--- config.mk ---
export PLATFORM = sky130hd
export DESIGN_NAME = bus_demux_stream
export DESIGN_NICKNAME = d
export VERILOG_FILES = /design/src/rtl/bus_demux_stream.sv
export SDC_FILE = /design/constraint.sdc
export NUM_CORES = 1
export LEC_CHECK = 0
export CAP_MARGIN = 10
export CORE_MARGIN = 4
export CORE_UTILIZATION = 42
export CTS_CLUSTER_SIZE = 14
export DETAILED_ROUTE_END_ITERATION = 10
export GPL_TIMING_DRIVEN = 0
export PLACE_DENSITY_LB_ADDON = 0.25
export SLEW_MARGIN = 20
export SYNTH_ARGS = -nofsm -noshare
export SYNTH_HDL_FRONTEND = slang
export SYNTH_SLANG_ARGS = --single-unit
--- constraint.sdc ---
create_clock -name clk -period 2.2 [get_ports clk]
set_input_delay 0.44 -clock clk [delete_from_list [all_inputs] [get_ports clk]]
set_output_delay 0.44 -clock clk [all_outputs]
set_load 0.01 [all_outputs]
--- src/rtl/bus_demux_stream.sv ---
// -----------------------------------------------------------------------------
// bus_demux_stream
//   Distributes one valid/ready input stream onto PARAM_N output channels.
//   The target channel is in_sel, or an internal round-robin pointer when
//   rr_en=1. Each channel owns a one-entry registered slot, so a stalled
//   consumer blocks only words aimed at its own channel.
//
// Ports
//   clk        in   clock, all state updates on rising edge
//   rst        in   synchronous reset, active-high
//   rr_en      in   1 = round-robin target, 0 = in_sel target
//   in_sel     in   target channel when rr_en=0
//   in_valid   in   input word valid
//   in_ready   out  input word accepted this cycle when in_valid=1
//   in_data    in   input word
//   out_valid  out  per-channel valid (bit i = channel i)
//   out_ready  in   per-channel consumer ready
//   out_data   out  channel i at [(i+1)*W-1 -: W]
//   rr_ptr     out  current round-robin pointer
//   drop_err   out  1-cycle pulse: word dropped because in_sel was out of range
//   busy       out  OR of all out_valid bits
// -----------------------------------------------------------------------------
module bus_demux_stream #(
    parameter int unsigned PARAM_N         = 4,
    parameter int unsigned PARAM_BUS_WIDTH = 4,
    localparam int unsigned SEL_W = (PARAM_N > 1) ? $clog2(PARAM_N) : 1
) (
    input  logic                                 clk,
    input  logic                                 rst,
    input  logic                                 rr_en,
    input  logic [SEL_W-1:0]                     in_sel,
    input  logic                                 in_valid,
    output logic                                 in_ready,
    input  logic [PARAM_BUS_WIDTH-1:0]           in_data,
    output logic [PARAM_N-1:0]                   out_valid,
    input  logic [PARAM_N-1:0]                   out_ready,
    output logic [PARAM_N*PARAM_BUS_WIDTH-1:0]   out_data,
    output logic [SEL_W-1:0]                     rr_ptr,
    output logic                                 drop_err,
    output logic                                 busy
);

    localparam int unsigned W  = PARAM_BUS_WIDTH;
    // Per-channel vectors are padded to a power of two so any SEL_W value
    // indexes safely; padded entries are never selected when tgt is valid.
    localparam int unsigned NP = 1 << SEL_W;
    localparam logic [SEL_W:0]   N_EXT  = (SEL_W + 1)'(PARAM_N);
    localparam logic [SEL_W-1:0] PTR_MAX = SEL_W'(PARAM_N - 1);

    logic [PARAM_N-1:0]   out_valid_q, out_valid_d;
    logic [PARAM_N*W-1:0] out_data_q,  out_data_d;
    logic [SEL_W-1:0]     rr_ptr_q,    rr_ptr_d;
    logic                 drop_err_q,  drop_err_d;

    logic [SEL_W-1:0] tgt;
    logic             tgt_ok;
    logic [NP-1:0]    ov_pad, or_pad;
    logic             accept;

    assign tgt    = rr_en ? rr_ptr_q : in_sel;
    // The round-robin pointer never exceeds PARAM_N-1, so only in_sel can be out of range.
    assign tgt_ok = rr_en | ({1'b0, in_sel} < N_EXT);

    always_comb begin
        ov_pad = '0;
        or_pad = '0;
        ov_pad[PARAM_N-1:0] = out_valid_q;
        or_pad[PARAM_N-1:0] = out_ready;
    end

    // Invalid targets are always "ready" so the bad word is consumed and dropped.
    assign in_ready = ~rst & (tgt_ok ? (~ov_pad[tgt] | or_pad[tgt]) : 1'b1);
    assign accept   = in_valid & in_ready;

    always_comb begin
        out_valid_d = out_valid_q;
        out_data_d  = out_data_q;
        for (int unsigned i = 0; i < PARAM_N; i++) begin
            // Load wins over drain, giving bubble-free drain+load in one cycle.
            if (accept && tgt_ok && (tgt == SEL_W'(i))) begin
                out_valid_d[i]       = 1'b1;
                out_data_d[i*W +: W] = in_data;
            end else if (out_valid_q[i] && out_ready[i]) begin
                out_valid_d[i] = 1'b0;
            end
        end
    end

    always_comb begin
        rr_ptr_d = rr_ptr_q;
        if (accept && rr_en) begin
            rr_ptr_d = (rr_ptr_q == PTR_MAX) ? '0 : rr_ptr_q + 1'b1;
        end
    end

    assign drop_err_d = accept & ~tgt_ok;

    always_ff @(posedge clk) begin
        if (rst) begin
            out_valid_q <= '0;
            out_data_q  <= '0;
            rr_ptr_q    <= '0;
            drop_err_q  <= 1'b0;
        end else begin
            out_valid_q <= out_valid_d;
            out_data_q  <= out_data_d;
            rr_ptr_q    <= rr_ptr_d;
            drop_err_q  <= drop_err_d;
        end
    end

    assign out_valid = out_valid_q;
    assign out_data  = out_data_q;
    assign rr_ptr    = rr_ptr_q;
    assign drop_err  = drop_err_q;
    assign busy      = |out_valid_q;

endmodule

Word-level counts from Yosys, hierarchy flattened
Cells that the tools add are included.
{"block": "totals", "ff_bits": 22, "input_bits": 14, "output_inout_bits": 25, "wordCells": 49}
{"block": "classes", "n_addsub": 1, "order_cmp": 1, "eq_ne": 4, "muxes": 14, "bitwise": 5, "n_reduce_logical": 15}
{"cell": "$mux W1", "count": 10}
{"cell": "$logic_and A1 B1 Y1", "count": 9}
{"cell": "$reduce_bool A2 Y1", "count": 4}
{"cell": "$eq A2 B2 Y1 const B", "count": 3}
{"cell": "$bmux W1 S2", "count": 2}
{"cell": "$mux W2", "count": 2}
{"cell": "$reduce_or A4 Y1", "count": 1}
{"cell": "$lt A2 B3 Y1 const B", "count": 1}
{"cell": "$add A2 B1 Y2 const B", "count": 1}
{"cell": "$and A1 B1 Y1", "count": 2}
{"cell": "$eq A2 B1 Y1 const B", "count": 1}
{"cell": "$logic_not A2 Y1", "count": 1}
{"cell": "$not A1 Y1", "count": 2}
{"cell": "$or A1 B1 Y1", "count": 1}

Logic depth before layout (Yosys ltp)
Gate-level depths: netlist (run 1).
{"block": "logic_depth", "depth_word": 9, "depth_mapped": 5, "mapped_depth_nobuf": 4}

Worst setup path after synthesis (run 1)
Ideal clock, no wire load.
{"block": "synth_path", "path_type": "in2out", "start": "input port rr_en", "end": "output port in_ready", "arrival_ps": 1374, "t_required_ps": 1760, "setup_slack_ps": 386, "cell_stages": 5, "path_buffers": 1, "path_cell_list": "buf_6 mux2_4 mux2_2 mux2i_1 nor2_1"}
{"block": "synth_via", "elab_chain_len": 6, "word_cells_on_any_way": 8, "cone_classes": "mux: 5; bitwise: 3"}
{"item": "start: declaration", "line": "30", "text": "input logic rr_en,"}
{"item": "$mux W2 *", "line": "60", "text": "assign tgt = rr_en ? rr_ptr_q : in_sel;"}
{"item": "$bmux W1 S2", "line": "72", "text": "assign in_ready = ~rst & (tgt_ok ? (~ov_pad[tgt] | or_pad[tgt]) : 1'b1);"}
{"item": "$mux W1 (not written as such)", "line": "72"}
{"item": "$not A1 Y1", "line": "72"}
{"item": "$or A1 B1 Y1 *", "line": "72"}
{"item": "$and A1 B1 Y1 *", "line": "72"}
{"item": "end: declaration", "line": "33", "text": "output logic in_ready,"}
Every way passes the cells marked *; elsewhere a longest branch is shown, timed or not. The select of a mux whose other input is x is not followed.

Final worst setup path (run 1)
{"block": "layout_path", "start": "input port out_ready[0]", "end": "output port in_ready"}
{"block": "layout_via", "elab_chain_len": 4}
{"item": "start: declaration", "line": "36", "text": "input logic [PARAM_N-1:0] out_ready,"}
{"item": "$bmux W1 S2", "line": "72"}
{"item": "$mux W1 (not written as such)", "line": "72"}
{"item": "$or A1 B1 Y1", "line": "72"}
{"item": "$and A1 B1 Y1", "line": "72"}
Every way passes these cells. The select of a mux whose other input is x is not followed.

==> results.cfg, run 1 <==
[cells_and_area]
antenna_cells_inserted = 0
post_layout_nonfiller_instances = 165
filler_cell_count_in_the_final_layout = 198
layout.nets = 154
util_after_layout_pct = 63.42
post-route-cell-area_mm2 = 0.001416
layout-drive-gt1-share_pct = 10.22
flow.area_growth_from_synthesis_pct = 41.85

[setup_path]
worstPathCellList = clkdlybuf4s50_1 -> nand2b_1 -> mux2_4 -> mux2i_1 -> nor2_1 -> buf_2
critPathCaptureType = output pin
crit_cells = 6
crit_path_top_delay_cell = sky130_fd_sc_hd__clkdlybuf4s50_1
delay_of_the_slowest_cell_on_the_worst_path_ns = 0.40
worst_ep_required_time_ns = 1.76
kind_of_cell_adding_the_most_delay_to_the_critical_path = buffers and inverters
count_of_buffering_cells_on_the_critical_path_with_inverters_included = 2
timing.setup.critical_path_class = in2out
arrival_ns = 1.71
worst_path_fanout_max = 4
rr_worst_depth = 5
critical_path.startpoint_type = input port

[floorplanning]
core_mm2 = 0.002233
number_of_rows_created_at_floorplan = 17
overall_die_area_mm2 = 0.003221
boundaryPins = 39
die_w_um = 56.76
initial_core_util_pct = 44.71
die_height_um = 56.76

[synth]
synth.area.top_cells = sky130_fd_sc_hd__dfxtp_1 44%, sky130_fd_sc_hd__mux2i_1 20%, sky130_fd_sc_hd__nor2_1 8.6%, sky130_fd_sc_hd__nor4_4 4.3%, sky130_fd_sc_hd__nand2b_1 3.1%
ys_types = 24
synth_async_sr_flop_share_pct = 0
netlist_top_cells_count = 23 x sky130_fd_sc_hd__nor2_1, 22 x sky130_fd_sc_hd__dfxtp_1, 20 x sky130_fd_sc_hd__mux2i_1, 5 x sky130_fd_sc_hd__nand2b_1
synth.cell_area_um2 = 998.5
ys_seq_area_share_pct = 44.11
synth.net_count = 113
postSynthAreaPerCell_um2 = 10.19
synth_seq_cells = 22
synthesis.instances = 98
netlist.top_cell.by_area = sky130_fd_sc_hd__dfxtp_1
synth_most_common_cell = sky130_fd_sc_hd__nor2_1
ys_warn_count = 0
synth_edf_count = 0
ys.flop_type = sky130_fd_sc_hd__dfxtp_1
synth_top_area_share_pct = 44.11

[timing]
grt_setup_unrepaired = false
worst_slew_margin_rel_pct = 66.44
period_minus_slack_ns = 2.148
post_route_setup_tns_ns = 0
max_clock_freq_ghz = 0.4656
slew_violations = 0
tightest_slew_ns = 0.4997
worst_clock_skew_ns = 0.002851
final_report_setup_violation_count = 0
period_share_pct = 97.62
hold-worst-slack_ns = 0.4590
final_hold_viol_count = 0

[grt]
grt_remaining_overflow = 0
first_global_vias = 854
grt_pass1_wl_um = 3933
gr-usage-all-layers_pct = 15.34
antenna_found_initial = 0
grt_start_max_net_pins = 12

[clock_network]
insertion_delay_ns = 0.30
cts.sink_count = 22
tritoncts = yes
clk_pin_slew_ns = 0.11
numCtsBuffers = 3
number_of_h_tree_branching_levels = 1
ctsRootBufferMaster = sky130_fd_sc_hd__clkbuf_4
clock_path_buffers = 2

[hold_path]
min_path_cells = 2
hold_path.class = in2reg

[place]
detailed_place.area_mm2 = 0.001384
io_buffer_count = 35
place.detailed.hpwl_um = 1730
gpl.final_weighted_congestion = 0.7586
dp.cells = 161

[power]
vdd_ir_drop_max_uv = 491.5
power_leakage_nw = 0.5672
pwr_density_cell_mw_per_mm2 = 516.5

[drt]
finalWirelength_um = 2350
route.vias.total = 847
drtAntennaViolNets = 0
drtIter0Drc = 22
vias_per_cell = 5.133
routed_length_per_instance_um = 14.24
drt_pass1_iterations = 4
drc = 0

[run]
maxCapViolCount = 0

[outcome]
status = complete, no violations
flip-flops by register name (all words and copies together) (netlist names):
signal	cells
out_valid	4
out_data	16
rr_ptr	2
per-layer routing:
| layer | share of wire [%] | vias to the layer above | track usage, % |
|---|---|---|---|
| met5 | 0 | - | 0 |
| met3 | 8.9 | 4 | 5.747 |
| met4 | 1.4 | 0 | 4.967 |
| li1 | - | 418 | - |
| met1 | 43 | 396 | 17.92 |
| met2 | 46 | 29 | 25.74 |
metrics by stage:
step / power [mW] / setup slack [ns]
final: 0.7316 / 0.05239
after global routing: 0.7638 / 0.001381
after CTS: 0.7361 / 0.02104
after detailed placement: 0.5598 / -0.4068
after global placement: 0.5568 / -0.4077
after floorplan: 0.4960 / 0.3859
worst paths after layout:
kind                startpoint      endpoint  slack [ns]
setup / recovery  out_ready[0]      in_ready        0.05
hold / removal             rst  out_valid[0]        0.46
setup reg to reg     rr_ptr[1]   out_data[6]        0.43
hold reg to reg   out_data[13]  out_data[13]        0.51
worst reg2reg max path: cells and delay by family (launching register included):
| kind | cells | cell delay [ns] |
|---|---|---|
| buffers and inverters | 1 | 0.16 |
| DFF | 1 | 0.37 |
| muxes | 2 | 0.57 |
| and+or+nand+nor | 2 | 0.57 |
cell type report:
class / count / area (µm²) / share of cell area [%]
tap: 28 / 35.03 / 2.473
multi-input combinational: 71 / 536.8 / 37.90
timing repair buffer: 36 / 351.6 / 24.82
sequential: 22 / 440.4 / 31.10
clock buffer: 3 / 22.52 / 1.590
buffer: 5 / 30.03 / 2.120
cell families after synthesis:
logic type | Yosys count | share of synthesized area, %
and+or+nand+nor | 41 | 22.93
muxes | 23 | 24.94
DFF | 22 | 44.11
AOI/OAI and AO/OA | 5 | 3.383
buffers and inverters | 5 | 3.008
adders and majority gates | 1 | 1.253
other | 1 | 0.3756
where the power goes:
part / internal, mW / leakage (nW) / switching (mW)
Combinational: 0.0727 / 0.375 / 0.0602
Sequential: 0.409 / 0.178 / 0.00979
Clock: 0.0639 / 0.0138 / 0.115
Total: 0.546 / 0.567 / 0.185
what timing repair did:
item                       in CTS  in global routing
setup buffers                   1                  0
setup endpoints to repair       1                  1
gates resized for setup         6                  2
pin swaps                       0                  0
hold buffers                    0                  0
gates cloned                    0                  0
cell usage in the layout (no fill, tap or decap), types with 2 or more instances in the layout:
cell / instances
sky130_fd_sc_hd__a21oi_1: 3
sky130_fd_sc_hd__buf_4: 2
sky130_fd_sc_hd__clkbuf_1: 2
sky130_fd_sc_hd__clkbuf_4: 3
sky130_fd_sc_hd__clkdlybuf4s50_1: 33
sky130_fd_sc_hd__dfxtp_1: 22
sky130_fd_sc_hd__mux2_4: 2
sky130_fd_sc_hd__mux2i_1: 20
sky130_fd_sc_hd__nand2b_1: 5
sky130_fd_sc_hd__nand3_1: 2
sky130_fd_sc_hd__nand4_1: 2
sky130_fd_sc_hd__nor2_1: 23
sky130_fd_sc_hd__nor2b_2: 2
sky130_fd_sc_hd__nor4_4: 2
Power figures use the tool's default switching activity.
==> inputs of run 2 (changes only) <==
--- a/config.mk
+++ b/config.mk
@@ -10,7 +10,7 @@
 export CORE_UTILIZATION = 42
 export CTS_CLUSTER_SIZE = 14
 export DETAILED_ROUTE_END_ITERATION = 10
-export GPL_TIMING_DRIVEN = 0
+export GPL_TIMING_DRIVEN = 1
 export PLACE_DENSITY_LB_ADDON = 0.25
 export SLEW_MARGIN = 20
 export SYNTH_ARGS = -nofsm -noshare
==> run 2 against run 1 <==
Largest power group unchanged. Maximum frequency up 2.2%. Count of clock-buffer cells in the layout unchanged. Sequential power about the same. Global-route usage up 0.37 points. Sequential cell count unchanged. First-iteration DRC count down 14%. Critical endpoint unchanged. Core utilization up 5.9 points. Via count up 4.1%. Non-clock buffer count up 11. Register-to-register slack better by 0.13 ns. Worst setup slack better by 0.046 ns.
==> results.cfg, run 2 (synthesized netlist as in run 1, its figures left out) <==
[cells_and_area]
mostFrequentLayoutCells = 34 x sky130_fd_sc_hd__clkdlybuf4s50_1, 23 x sky130_fd_sc_hd__nor2_1, 22 x sky130_fd_sc_hd__dfxtp_1, 20 x sky130_fd_sc_hd__mux2i_1, 14 x sky130_fd_sc_hd__buf_4
max_ffs_per_register = 16
flow.area_growth_from_synthesis_pct = 55.01
layout-drive-gt1-share_pct = 16.78
layout.nets = 165
post-route-cell-area_mm2 = 0.001548
area_taken_by_multi_input_logic_gates_um2 = 531.8
register_area_um2 = 440.4
filler_cell_count_in_the_final_layout = 172
mostFrequentLayoutCell = sky130_fd_sc_hd__clkdlybuf4s50_1
antenna_cells_inserted = 0

[grt]
globalRouteMet1Util_pct = 18.72
groute.layer.met3.usage_pct = 3.908
grt_start_max_net_pins = 26
grt_use_met2_pct = 26.90
grt_remaining_overflow = 0
grt_busiest_layer = met2
antenna_found_initial = 0
grt_pass1_wl_um = 4064
first_global_vias = 917
gr-usage-all-layers_pct = 15.71

[clock_network]
numCtsBuffers = 3
ctsHoldBuffers = 0
ctsRootBufferMaster = sky130_fd_sc_hd__clkbuf_4
clock_path_buffers = 2
cts_resized = 7
clk_pin_slew_ns = 0.12
number_of_h_tree_branching_levels = 1
post_cts.repair.setup_buffers = 0
tritoncts = yes
insertion_delay_ns = 0.30
cts.sink_count = 22

[setup_path]
terminus_of_the_critical_flop_to_flop_path = out_data[12]
critical_path.startpoint_type = input port
worst_r2r_startpoint = rr_ptr[0]
critPathCaptureType = output pin
delay_of_the_slowest_cell_on_the_worst_path_ns = 0.33
crit_path_top_delay_cell = sky130_fd_sc_hd__mux2_4
critical_path.most_common_cell = sky130_fd_sc_hd__mux2_4
worst_path_fanout_max = 3
worst_ep_required_time_ns = 1.76
worstPathCellList = dlygate4sd2_1 -> mux2_4 -> mux2_4 -> mux2i_1 -> nor2_1 -> buf_2
rr_worst_depth = 6
arrival_ns = 1.66
ff2ff_setup_slack_ns = 0.56
count_of_buffering_cells_on_the_critical_path_with_inverters_included = 2
kind_of_cell_adding_the_most_delay_to_the_critical_path = multiplexers
timing.setup.critical_path_class = in2out

[drt]
drtIter0Drc = 19
routed_length_per_instance_um = 13.34
route.vias.total = 882
vias_per_cell = 4.983
drtAntennaViolNets = 0
finalWirelength_um = 2361
drc = 0
drt_pass1_iterations = 4

[power]
power_leakage_nw = 0.6467
power.combinational.fraction_pct = 16.9
pwr_density_cell_mw_per_mm2 = 559.4
pwr-share-clk_pct = 34.8
switchingPower_uw = 188.2
seq_power_share_pct = 48.3
vdd_ir_drop_max_uv = 398.9
cellInternalPower_uw = 677.5
power.switching_fraction_pct = 21.74

[timing]
period_share_pct = 95.52
grt_setup_unrepaired = false
final_hold_viol_count = 0
slew_violations = 0
post_route_setup_tns_ns = 0
worst_clock_skew_ns = 0.007621
final_report_setup_violation_count = 0
period_minus_slack_ns = 2.101
max_clock_freq_ghz = 0.4759

[hold_path]
min-delay-start = out_data[15]
hold-path-endpoint = out_data[15]
hold_path.class = reg2reg
min_path_cells = 2

[floorplanning]
die_w_um = 56.76
boundaryPins = 39
initial_core_util_pct = 44.71
die_height_um = 56.76
overall_die_area_mm2 = 0.003221
number_of_rows_created_at_floorplan = 17
core_mm2 = 0.002233

[place]
gpl.final_weighted_congestion = 0.8269
detailed_place.area_mm2 = 0.001499
place.detailed.hpwl_um = 1830
io_buffer_count = 37

[run]
maxCapViolCount = 0

[outcome]
status = complete, no violations
==> run 2: changes by cell type in the layout (fill, tap and decap cells not counted), sizes merged <==
cell	delta
clkbuf	-2
dlygate4sd2	+1
buf	+11
clkdlybuf4s50	+1
bufinv	+1
==> run 2: metal layers <==
layer,share of wire (%),vias up
met5,0,-
met2,48,25
met3,6.1,2
met4,0.59,0
met1,45,413
li1,-,442
==> run 2: power groups by stage <==
stage / clock network [mW] / logic [mW] / registers [mW]
after floorplan: 0 / 0.0638 / 0.432
after global placement: 0 / 0.146 / 0.427
after detailed placement: 0 / 0.149 / 0.428
after CTS: 0.311 / 0.148 / 0.419
after global routing: 0.330 / 0.157 / 0.421
final: 0.301 / 0.146 / 0.418
==> run 2: worst register-to-register path, cell delays in order (launching register included) <==
cell and delay [ns]:
sky130_fd_sc_hd__dfxtp_1 0.53, sky130_fd_sc_hd__mux2i_4 0.13, sky130_fd_sc_hd__buf_4 0.18, sky130_fd_sc_hd__nor4_4 0.25, sky130_fd_sc_hd__buf_4 0.20, sky130_fd_sc_hd__mux2i_1 0.20, sky130_fd_sc_hd__nor2_1 0.06
==> run 2: final cells by class <==
cell class              instances  share of cell area [%]
clock buffers                   3                   1.455
repair buffers                 52                   31.53
clock inverters                 1                   1.940
multi-input cells              71                   34.36
well taps                      28                   2.264
flip-flops and latches         22                   28.46
==> run 2: stage by stage <==
step	power (mW)	hold slack, ns	setup slack (ns)	utilization (%)	instances
after floorplan	0.4960	0.5312	0.3859	-	98
after global placement	0.5733	0.4744	-0.4499	67.11	173
after detailed placement	0.5761	0.4844	-0.4823	67.11	173
after CTS	0.8774	0.5144	0.07628	69.30	177
after global routing	0.9081	0.5509	0.02356	69.30	177
final	0.8658	0.5104	0.09851	69.30	177
==> run 2: worst max-delay path by stage <==
| stage | depth (start not counted) | slack [ns] | startpoint | to |
|---|---|---|---|---|
| final | 6 | 0.1 | rr_en | in_ready |
| after global routing | 6 | 0.02 | rr_en | in_ready |
| after CTS | 2 | 0.08 | out_valid[1] | busy |
| after detailed placement | 6 | -0.48 | rr_en | in_ready |
| after global placement | 6 | -0.45 | rr_en | in_ready |
| after floorplan | 5 | 0.39 | rr_en | in_ready |
==> inputs of run 3 (changes only) <==
==> constraint.sdc (replaced) <==
create_clock -name clk -period 2 [get_ports clk]
set_input_delay 0.4 -clock clk [delete_from_list [all_inputs] [get_ports clk]]
set_output_delay 0.4 -clock clk [all_outputs]
set_load 0.01 [all_outputs]
==> run 3 against run 2 <==
Sequential power up 9.6%. Wire length up 0.76%. Via count up 1.0%. Combinational power up 13%.
==> results.cfg, run 3 (synthesized netlist as in run 1, its figures left out) <==
[clock_network]
ctsRootBufferMaster = sky130_fd_sc_hd__clkbuf_4
cts.sink_count = 22
tritoncts = yes
clock_path_buffers = 2
insertion_delay_ns = 0.30
numCtsBuffers = 3
clk_pin_slew_ns = 0.12
number_of_h_tree_branching_levels = 1
ctsHoldBuffers = 0

[cells_and_area]
layout-drive-gt1-share_pct = 21.57
mostFrequentLayoutCell = sky130_fd_sc_hd__clkdlybuf4s50_1
layout.nets = 169
max_ffs_per_register = 16
mostFrequentLayoutCells = 32 x sky130_fd_sc_hd__clkdlybuf4s50_1, 23 x sky130_fd_sc_hd__nor2_1, 21 x sky130_fd_sc_hd__dfxtp_1, 19 x sky130_fd_sc_hd__mux2i_1, 19 x sky130_fd_sc_hd__buf_4
antenna_cells_inserted = 0
flow.area_growth_from_synthesis_pct = 57.89

[drt]
finalWirelength_um = 2379
drt_pass1_iterations = 4
drtIter0Drc = 12
drtAntennaViolNets = 0
routed_length_per_instance_um = 13.14
vias_per_cell = 4.923
route.vias.total = 891
drc = 0

[timing]
final_report_setup_violation_count = 0
worst_clock_skew_ns = 0.004698
slew_violations = 0
post_route_setup_tns_ns = 0
period_minus_slack_ns = 1.971
period_share_pct = 98.53
hold-worst-slack_ns = 0.5047
final_hold_viol_count = 0
max_clock_freq_ghz = 0.5075
grt_setup_unrepaired = true

[hold_path]
hold_path.class = reg2reg
min-delay-start = out_data[5]

[grt]
gr-usage-all-layers_pct = 16.38
grt_remaining_overflow = 0
antenna_found_initial = 0
grt_pass1_wl_um = 4222
first_global_vias = 924
grt_start_max_net_pins = 17

[floorplanning]
core_mm2 = 0.002233
die_height_um = 56.76
number_of_rows_created_at_floorplan = 17
die_w_um = 56.76
boundaryPins = 39
initial_core_util_pct = 44.71
overall_die_area_mm2 = 0.003221

[place]
place.detailed.hpwl_um = 1853
gpl.final_weighted_congestion = 0.8590
io_buffer_count = 37

[setup_path]
worst_r2r_startpoint = rr_ptr[1]
worst_setup_path_startpoint = out_ready[0]
critPathCaptureType = output pin
worst_path_fanout_max = 2
crit_path_top_delay_cell = sky130_fd_sc_hd__clkdlybuf4s50_1
arrival_ns = 1.57
worstPathCellList = clkdlybuf4s50_1 -> nand2b_1 -> mux2_4 -> mux2i_1 -> nor2_1 -> buf_2
kind_of_cell_adding_the_most_delay_to_the_critical_path = buffers and inverters
delay_of_the_slowest_cell_on_the_worst_path_ns = 0.40
critical_path.startpoint_type = input port
count_of_buffering_cells_on_the_critical_path_with_inverters_included = 2
timing.setup.critical_path_class = in2out
worst_ep_required_time_ns = 1.60

[run]
maxCapViolCount = 0

[outcome]
status = complete, no violations

[power]
p_total_uw = 957.6
pwr_density_cell_mw_per_mm2 = 607.4
vdd_ir_drop_max_uv = 613.3
power_leakage_nw = 0.6778
## run 3: changes by cell type in the layout (fill, tap and decap cells not counted), sizes merged
cell           delta
buf               +4
clkbuf            +1
clkdlybuf4s15     +1
clkdlybuf4s50     -2
dlygate4sd2       -1
dlymetal6s2s      +1
## run 3: cell type report
cell class	instances	area [µm²]
multi-input cells	71	543.0
fillers	186	656.9
repair buffers	56	504.2
clock inverters	1	30.03
clock buffers	3	22.52
well taps	28	35.03
flip-flops and latches	22	441.7
## run 3: power by group
part | switching, mW | leakage (nW) | internal [mW]
Clock | 0.132 | 0.0279 | 0.202
Combinational | 0.0719 | 0.471 | 0.0934
Sequential | 0.00732 | 0.179 | 0.451
## run 3: per-layer routing
| layer | vias to the layer above | global-route usage (%) | routed length, µm |
|---|---|---|---|
| li1 | 454 | - | - |
| met1 | 408 | 20.14 | 1101 |
| met2 | 27 | 26.90 | 1091 |
| met3 | 2 | 5.517 | 169 |
| met4 | 0 | 4.967 | 17 |
| met5 | - | 0 | 0 |
## run 3: path summary, 6_finish.rpt
path                                    end  slack [ns]  depth (start not counted)
worst max-delay path               in_ready        0.03                          6
worst min-delay path            out_data[5]        0.50                          2
worst max register to register  out_data[4]        0.44                          6
worst min register to register  out_data[5]        0.50                          2
## run 3: timing repair
action                     CTS  global route
buffers inserted             0             1
gates resized for setup      9             6
setup endpoints to repair    2             1
## run 3: tightest hold or removal path: stages (launching register included)
cell and delay, ns:
sky130_fd_sc_hd__dfxtp_1 0.35, sky130_fd_sc_hd__mux2i_1 0.06, sky130_fd_sc_hd__nor2_1 0.07
## run 3: stage by stage
| stage | setup slack (ns) | util, % | area [µm²] | cells |
|---|---|---|---|---|
| 6_report | 0.02937 | 70.59 | 1577 | 181 |
| 5_1_grt | -0.04343 | 70.59 | 1577 | 181 |
| 4_1_cts | 0.004692 | 70.03 | 1564 | 180 |
| 3_5_place_dp | -0.5866 | 67.56 | 1509 | 176 |
| 3_3_place_gp | -0.5713 | 67.56 | 1509 | 176 |
| 2_1_floorplan | 0.2659 | - | 998.5 | 98 |
